--- src/rtl/mmio_tx_port.sv ---
// mmio_tx_port: memory-mapped transmit port for the minicpu data bus.
//
// A 4-register window at BASE:
//   +0 TXDATA  write pushes into the FIFO, read returns the head (0 if empty)
//   +1 STATUS  {count[7:4], expired, overflow, full, empty}; read clears sticky flags
//   +2 TIMER   write loads the down-counter, read returns its value
//   +3         reserved, reads 0
// The FIFO drains to an external sink over out_valid/out_ready. irq mirrors the
// sticky timer-expired flag.
//
// Ports:
//   clk, rst_          clock, asynchronous active-low reset
//   addr, d_in, d_out  CPU address, write data, read data (0 unless a valid read)
//   rd_, wr_           active-low strobes
//   sel                addr lies inside the window
//   out_data/valid/ready  sink handshake, out_data is the FIFO head
//   irq                timer expired
module mmio_tx_port #(
  parameter int unsigned       ADDR_W = 8,
  parameter int unsigned       DATA_W = 8,
  parameter logic [ADDR_W-1:0] BASE   = 8'hF0,
  parameter int unsigned       DEPTH  = 8
) (
  input  logic              clk,
  input  logic              rst_,
  input  logic [ADDR_W-1:0] addr,
  input  logic [DATA_W-1:0] d_in,
  output logic [DATA_W-1:0] d_out,
  input  logic              rd_,
  input  logic              wr_,
  output logic              sel,
  output logic [DATA_W-1:0] out_data,
  output logic              out_valid,
  input  logic              out_ready,
  output logic              irq
);

  localparam int unsigned PtrW = $clog2(DEPTH);
  localparam int unsigned CntW = $clog2(DEPTH + 1);

  logic [DATA_W-1:0] mem_q [DEPTH];
  logic [PtrW-1:0]   wptr_q, wptr_d, rptr_q, rptr_d;
  logic [CntW-1:0]   count_q, count_d;
  logic [DATA_W-1:0] timer_q, timer_d;
  logic              ovf_q, ovf_d;
  logic              exp_q, exp_d;

  logic [1:0]        off;
  logic              rd_ok, wr_ok;
  logic              empty, full;
  logic              push, pop, push_full;
  logic              rd_status, wr_timer;
  logic [DATA_W-1:0] status;

  // BASE is 4-aligned, so the window is a match on the upper address bits.
  assign sel   = (addr[ADDR_W-1:2] == BASE[ADDR_W-1:2]);
  assign off   = addr[1:0];
  // Both strobes low is treated as no access at all.
  assign rd_ok = sel && !rd_ && wr_;
  assign wr_ok = sel && !wr_ && rd_;

  assign empty     = (count_q == '0);
  assign full      = (count_q == CntW'(DEPTH));
  assign out_valid = !empty;
  assign out_data  = out_valid ? mem_q[rptr_q] : '0;
  assign irq       = exp_q;

  assign pop       = out_valid && out_ready;
  // A same-cycle pop does not make room for a push into a full FIFO.
  assign push      = wr_ok && (off == 2'd0) && !full;
  assign push_full = wr_ok && (off == 2'd0) && full;
  assign rd_status = rd_ok && (off == 2'd1);
  assign wr_timer  = wr_ok && (off == 2'd2);

  always_comb begin
    status      = '0;
    status[0]   = empty;
    status[1]   = full;
    status[2]   = ovf_q;
    status[3]   = exp_q;
    status[7:4] = 4'(count_q);
  end

  always_comb begin
    d_out = '0;
    if (rd_ok) begin
      unique case (off)
        2'd0:    d_out = out_data;
        2'd1:    d_out = status;
        2'd2:    d_out = timer_q;
        default: d_out = '0;
      endcase
    end
  end

  always_comb begin
    wptr_d  = push ? wptr_q + PtrW'(1) : wptr_q;
    rptr_d  = pop ? rptr_q + PtrW'(1) : rptr_q;
    count_d = count_q;
    unique case ({push, pop})
      2'b10:   count_d = count_q + CntW'(1);
      2'b01:   count_d = count_q - CntW'(1);
      default: count_d = count_q;
    endcase

    // Clears are applied first so a same-edge set wins.
    ovf_d = ovf_q;
    if (rd_status) ovf_d = 1'b0;
    if (push_full) ovf_d = 1'b1;

    timer_d = timer_q;
    exp_d   = exp_q;
    if (rd_status) exp_d = 1'b0;
    if (wr_timer) begin
      // A load overrides both the decrement and any expiry on this edge.
      timer_d = d_in;
      exp_d   = 1'b0;
    end else if (timer_q != '0) begin
      timer_d = timer_q - DATA_W'(1);
      if (timer_q == DATA_W'(1)) exp_d = 1'b1;
    end
  end

  always_ff @(posedge clk or negedge rst_) begin
    if (!rst_) begin
      wptr_q  <= '0;
      rptr_q  <= '0;
      count_q <= '0;
      timer_q <= '0;
      ovf_q   <= 1'b0;
      exp_q   <= 1'b0;
    end else begin
      wptr_q  <= wptr_d;
      rptr_q  <= rptr_d;
      count_q <= count_d;
      timer_q <= timer_d;
      ovf_q   <= ovf_d;
      exp_q   <= exp_d;
    end
  end

  // Storage needs no reset: out_data is masked while the FIFO is empty.
  always_ff @(posedge clk) begin
    if (push) mem_q[wptr_q] <= d_in;
  end

endmodule

--- config.mk ---
export PLATFORM = sky130hd
export DESIGN_NAME = mmio_tx_port
export DESIGN_NICKNAME = d
export VERILOG_FILES = /design/src/rtl/mmio_tx_port.sv
export SDC_FILE = /design/constraint.sdc
export NUM_CORES = 1
export LEC_CHECK = 0
export BUFFER_PORTS_ARGS = -buffer_cell sky130_fd_sc_hd__clkbuf_2
export CELL_PAD_IN_SITES_DETAIL_PLACEMENT = 1
export CELL_PAD_IN_SITES_GLOBAL_PLACEMENT = 1
export CORE_ASPECT_RATIO = 2
export CORE_MARGIN = 5
export CORE_UTILIZATION = 35
export CTS_CLUSTER_SIZE = 14
export DETAILED_ROUTE_END_ITERATION = 8
export GPL_ROUTABILITY_DRIVEN = 0
export GPL_TIMING_DRIVEN = 0
export PLACE_DENSITY = 0.72
export SLEW_MARGIN = 20
export SYNTH_ARGS = -nofsm -noshare
export SYNTH_HDL_FRONTEND = slang
export SYNTH_SLANG_ARGS = --single-unit
--- constraint.sdc ---
create_clock -name clk -period 3 [get_ports clk]
set_input_delay 0.6 -clock clk [delete_from_list [all_inputs] [get_ports clk]]
set_output_delay 0.6 -clock clk [all_outputs]
set_load 0.02 [all_outputs]
======== Word level (Yosys, flattened, before mapping) ========
Memory sizes are Yosys's and may differ from the RTL's.
Cells that the tools add are included.
word-level totals
  bits in registers ....................... 20
  bits in latches ......................... 0
  memory bits (writable) .................. 64
  ROM bits ................................ 0
  memories ................................ 1
memory list
  memory  depth  width  read ports  clocked after memory_dff  wr ports  line  text
  mem_q   8      8      1           0                         1         41    logic [DATA_W-1:0] mem_q [DEPTH];
operators by class
  $add $sub $neg .......................... 5
  multipliers ............................. 0
  div/mod/pow operators ................... 0
  order comparisons ....................... 0
  equality and inequality tests ........... 7
  shifts and indexed selects .............. 0
  multiplexer cells ....................... 14
  bitwise operators ....................... 0
  reductions and logical operators ........ 20
operator list
  operator                                                                number
  8-bit two-way mux                                                       4
  8-bit case mux with 3 select lines                                      1
  1-bit logical AND                                                       10
  8-bit by 1-bit equality test with 1-bit output (second input constant)  1
  1-bit two-way mux                                                       8
  4-bit case mux with 2 select lines                                      1
  8-bit nonzero test                                                      1
  8-bit by 1-bit subtractor with 8-bit output (second input constant)     1
  3-bit by 1-bit adder with 3-bit output (second input constant)          2
  6-bit equality test (second input constant)                             1
  2-bit nonzero test                                                      3
  4-bit by 1-bit adder with 4-bit output (second input constant)          1
  2-bit by 1-bit equality test with 1-bit output (second input constant)  2
  2-bit equality test (second input constant)                             2
  4-bit equality test (second input constant)                             1
  1-bit logical NOT                                                       4
  4-bit logical NOT                                                       1
  4-bit by 1-bit subtractor with 4-bit output (second input constant)     1
  2-bit logical NOT                                                       1

======== Longest topological paths before layout ========
  word-level depth ........................ 8
  mapped depth ............................ 12

======== Worst setup path before layout ========
OpenSTA, ideal clock, no wires.
  path type ............................... input to register
  from .................................... input port addr[3]
  to ...................................... register count_q[2]
  library setup time ...................... 0.134 ns
  arrival ................................. 2.588 ns
  slack ................................... 0.277 ns
  stages .................................. 10
  cell sequence ........................... or2_2 > nor4_2 > nand2_1 > ha_1 > xor2_1 > ha_1 > a21oi_1 > xor2_1 > nor2_1 > xor2_1
between the ends
  cells in the longest elaborated chain, start to end .. 7
  elaborated cells between the ends (all ways) .. 9
  classes of those cells .................. 3 x eq/ne; 1 x mux; 5 x reduce/logical
RTL lines
  item                                                                                          line  text
  start: declaration                                                                            26    input logic [ADDR_W-1:0] addr,
  6-bit equality test *                                                                         56    assign sel = (addr[ADDR_W-1:2] == BASE[ADDR_W-1:2]);
  1-bit logical AND * (2 in series)                                                             60    assign wr_ok = sel && !wr_ && rd_;
  1-bit logical AND * (2 in series)                                                             70    assign push = wr_ok && (off == 2'd0) && !full;
  2-bit by 1-bit equality test with 1-bit output / 2-bit equality test (equally long branches)  100   unique case ({push, pop})
  4-bit case mux with 2 select lines / 2-bit nonzero test (equally long branches)               -
  end signal: assignment                                                                        135   count_q <= count_d;
  end: declaration                                                                              43    logic [CntW-1:0] count_q, count_d;
Every way passes the cells marked *; elsewhere a longest branch is shown, timed or not.
A chain may end at the register's enable or synchronous reset.

======== Final worst setup path ========
  from .................................... input port addr[3]
  to ...................................... output port d_out[2]
between the ends
  cells in the longest elaborated chain, start to end .. 4
RTL lines
  item                             line  text
  6-bit equality test              56
  1-bit logical AND (2 in series)  59    assign rd_ok = sel && !rd_ && wr_;
  8-bit two-way mux                86    if (rd_ok) begin
  end: declaration                 28    output logic [DATA_W-1:0] d_out,
Every way passes these cells.

==> results.md <==
* Drt pass-1 iters at 4
* Crit start category: primary input
* Layout Skew at 0.00467 ns
* Grt ovf at 0
* Avg WL per Cell at ~22 um
* Worst Max-Slew Pin Slew at 0.991 ns
* DP Wirelength at between 8000 and 9000 um
* Max frequency at 348 MHz
* # rows at 55
* Period minus WS final at between 2 and 3 ns
* Final Hold Viols at 0
* First-pass GRT wire length at between 15,000 and 20,000 um
* Synth cell types at 46
* Sequential share of the synthesized area at 60.5%
* Longest Clk Path Bufs at 2
* Ys Warns at 0
* Hold Path Class: in -> async
* Pint at 0.00267 W
* Worst hold margin at around 0.24 ns
* Pleak at 1.78 nW
* Max-slew headroom at 33.7%
* Post-Syn Area at 0.00400 mm2
* Crit path DAT at 2.27 ns
* Synth Register Bits at 84
* Pwr Density at 878 mW/mm2
* Status: completed
* CP endpoint kind: output port
* Final clock period utilization by the worst path at 95.7%
* Critical Path RT at 2.40 ns
* Dpl ws at -0.181 ns
* Initial DRC count at 165
* Maximum number of pins on one net before global-route repair at 21
* Synth Instances at 313
* DR vias/cell at 5.55
* Kind of critical path: in -> out
* Overall routing resource usage at between 10% and 20%
* Worst Path Max Fanout at 10
* CTS sink cnt at 84
* Layout area overhead at 18.4%
* Die Ht at between 150 and 200 um
* Clock power share at 28.0%
* CTS H-tree lvls at 3
* Switching pwr at 0.00149 W
* Slew Viols, Final at 0
* CTS clk-pin slew, worst paths at 0.06 ns
* # fillers at 1,246
* Core footprint at 0.0113 mm2
* Reg power frac at 35.6%
* Number of buffers inserted by port buffering at 39
* Root Driver: clkbuf_16
* Most frequent CP cell: clkbuf_2
* Largest stage delay, worst path at 0.83 ns
* Syn Area/Cell at ~13 um2
* VDD IR-drop max at 0.000488 V
* Routed Antenna Nets at 0
* Initial Utilization at about 35%
* RSZ-0062 raised after global routing: false
* I/O pins at 40
* Part of the power in combinational logic at 36.3%
* Via count at 2,834
* Max_cap viols at 0
* Final WL at 11,200 um
* Slowest stage cell, crit path: or4b_2
* Initial antenna violation count at 0
* Sw Ratio at 35.8%
* DRC Markers at 0
* Setup-failing EPs final at 0
* Die area at 0.0138 mm2
* Clock latency on the worst-skew pair at ~0.34 ns
* Slack of the critical path at 0.130 ns
* Post-Syn Nets at 342
* Crit-path cells: clkbuf_2, or2_2, or4b_2, a21oi_1, clkbuf_2
* Number of global-route vias before repair at 3,163
* Antenna cells at 0
* Fin nets at between 300 and 400
* CTS tree: yes
* Hold buffers post-CTS at 0
* Die extent in x at between 80 and 90 um
* Layout cells sized above 1 at 21.4%
* TritonCTS buffer count at 9
-- power by group through the flow --
stage | Sequential [W] | Clock (W) | Combinational [W]
after floorplan | 0.00145 | 0 | 0.00107
after global placement | 0.00148 | 0 | 0.00147
after detailed placement | 0.00148 | 0 | 0.00153
after CTS | 0.00148 | 0.00117 | 0.00153
after global routing | 0.00149 | 0.00123 | 0.00166
final | 0.00148 | 0.00117 | 0.00151
-- layer usage --
metal	vias up	GRT usage, %	share of wire (%)
li1	1298	-	-
met1	1414	17.5	36
met2	95	31.8	56
met3	27	1.99	3.0
met4	0	10.8	5.1
met5	-	0	0
-- Yosys cell counts, drive strengths merged --
| cell type | n | area [um2] |
|---|---|---|
| nor4 | 4 | 46.3 |
| or4b | 1 | 10.0 |
| or2 | 2 | 12.5 |
| o31a | 1 | 8.76 |
| mux2i | 33 | 330 |
| xor2 | 4 | 35.0 |
| a31oi | 3 | 18.8 |
| nand4b | 1 | 8.76 |
| or3b | 2 | 17.5 |
| inv | 5 | 18.8 |
| o31ai | 3 | 22.5 |
| buf | 5 | 22.5 |
| dfrtp | 20 | 500 |
| a22oi | 12 | 90.1 |
| nand2 | 21 | 78.8 |
| mux2 | 4 | 48.8 |
| a32oi | 1 | 8.76 |
| nor3b | 1 | 7.51 |
| clkbuf | 11 | 41.3 |
| nand3 | 7 | 35.0 |
| nand3b | 3 | 22.5 |
| and2 | 1 | 6.26 |
| nor2b | 3 | 18.8 |
| xnor2 | 8 | 70.1 |
| nor4b | 1 | 23.8 |
| o21bai | 1 | 7.51 |
| o41ai | 1 | 8.76 |
| nand2b | 3 | 18.8 |
| a211oi | 1 | 7.51 |
| ha | 8 | 100 |
| a21oi | 23 | 115 |
| o21ai | 3 | 15.0 |
| nand4 | 8 | 50.1 |
| nor2 | 16 | 60.1 |
| or4 | 2 | 18.8 |
| and3 | 11 | 68.8 |
| a221oi | 7 | 61.3 |
| nor3 | 6 | 30.0 |
| edfxtp | 64 | 1920 |
| or3 | 2 | 15.0 |
-- placed cells by master (no fill, tap or decap), types with 2 or more instances in the layout --
cell type / count
clkbuf_16: 9
xor2_1: 4
a22oi_1: 12
nand4_1: 8
and3_1: 11
clkbuf_2: 40
or2_2: 2
mux2i_1: 33
or3_2: 2
nor4_4: 2
nor2b_1: 3
nand3_1: 7
xnor2_1: 8
a21oi_1: 22
nor2_1: 16
o21ai_0: 3
nand3b_1: 3
a221oi_1: 7
a31oi_1: 3
clkinv_2: 2
nand2_1: 21
buf_4: 5
nand2b_1: 3
nor3_2: 2
inv_1: 5
nor3_1: 4
clkbuf_1: 10
edfxtp_1: 64
dfrtp_1: 19
mux2_2: 3
o31ai_1: 3
buf_1: 2
ha_1: 8
bufinv_16: 2
-- per-stage QoR --
step / std cells / utilization (%) / setup TNS, ns / instance area, um2 / power, W
after floorplan: 313 / - / 0 / 4000 / 0.00252
after global placement: 494 / 38.8 / -4.90 / 4380 / 0.00295
after detailed placement: 496 / 39.0 / -0.529 / 4410 / 0.00301
after CTS: 512 / 41.9 / 0 / 4730 / 0.00418
after global routing: 511 / 42.0 / 0 / 4740 / 0.00439
final: 511 / 42.0 / 0 / 4740 / 0.00416
-- repair_timing --
item / 4_1_cts / 5_1_grt
resized for setup: 3 / 4
buffers inserted: 1 / 0
setup endpoints to repair: 9 / 10
pin swaps: 1 / 0
-- sequential cells by signal, summed over array words and instances (netlist names) --
register / cells
count_q: 4
ovf_q: 1
rptr_q: 3
mem_q: 64
timer_q: 8
irq: 1
wptr_q: 3
-- cell type report --
type                       instances  area (um2)  share of cell area (%)
multi-input combinational        208        1530                    32.2
clock inverter                     5        78.8                    1.66
sequential                        84        2420                    51.1
inverter                           5        18.8                   0.396
timing repair buffer              42         218                    4.59
buffer                            14        62.6                    1.32
tap                              142         178                    3.75
clock buffer                      11         233                    4.91
-- logic make-up after synthesis --
family,share of synthesized area (%)
buf+inv,2.06
compound gates,9.10
xor+xnor,2.63
simple gates,13.7
fa+ha+maj,2.50
mux,9.47
flops,60.5
-- critical path, delay by kind of cell --
family	cells	cell delay, ns
AO/OA/AOI/OAI	1	0.21
buffers and inverters	2	0.28
AND/OR/NAND/NOR	2	1.18
-- final timing paths --
| kind | startpoint | endpoint | slack (ns) | cells past startpoint |
|---|---|---|---|---|
| max | addr[3] | d_out[2] | 0.13 | 5 |
| min | rst_ | count_q[2]$_DFFE_PN0P_ | 0.24 | 1 |
| max reg2reg | count_q[3]$_DFFE_PN0P_ | count_q[2]$_DFFE_PN0P_ | 0.32 | 12 |
| min reg2reg | rptr_q[2]$_DFFE_PN0P_ | rptr_q[2]$_DFFE_PN0P_ | 0.53 | 1 |
| max in group asynchronous | rst_ | rptr_q[0]$_DFFE_PN0P_ | 2.33 | 1 |
| min in group clk | rptr_q[2]$_DFFE_PN0P_ | rptr_q[2]$_DFFE_PN0P_ | 0.53 | 1 |
Note: power is estimated with default switching activity, not from simulation.
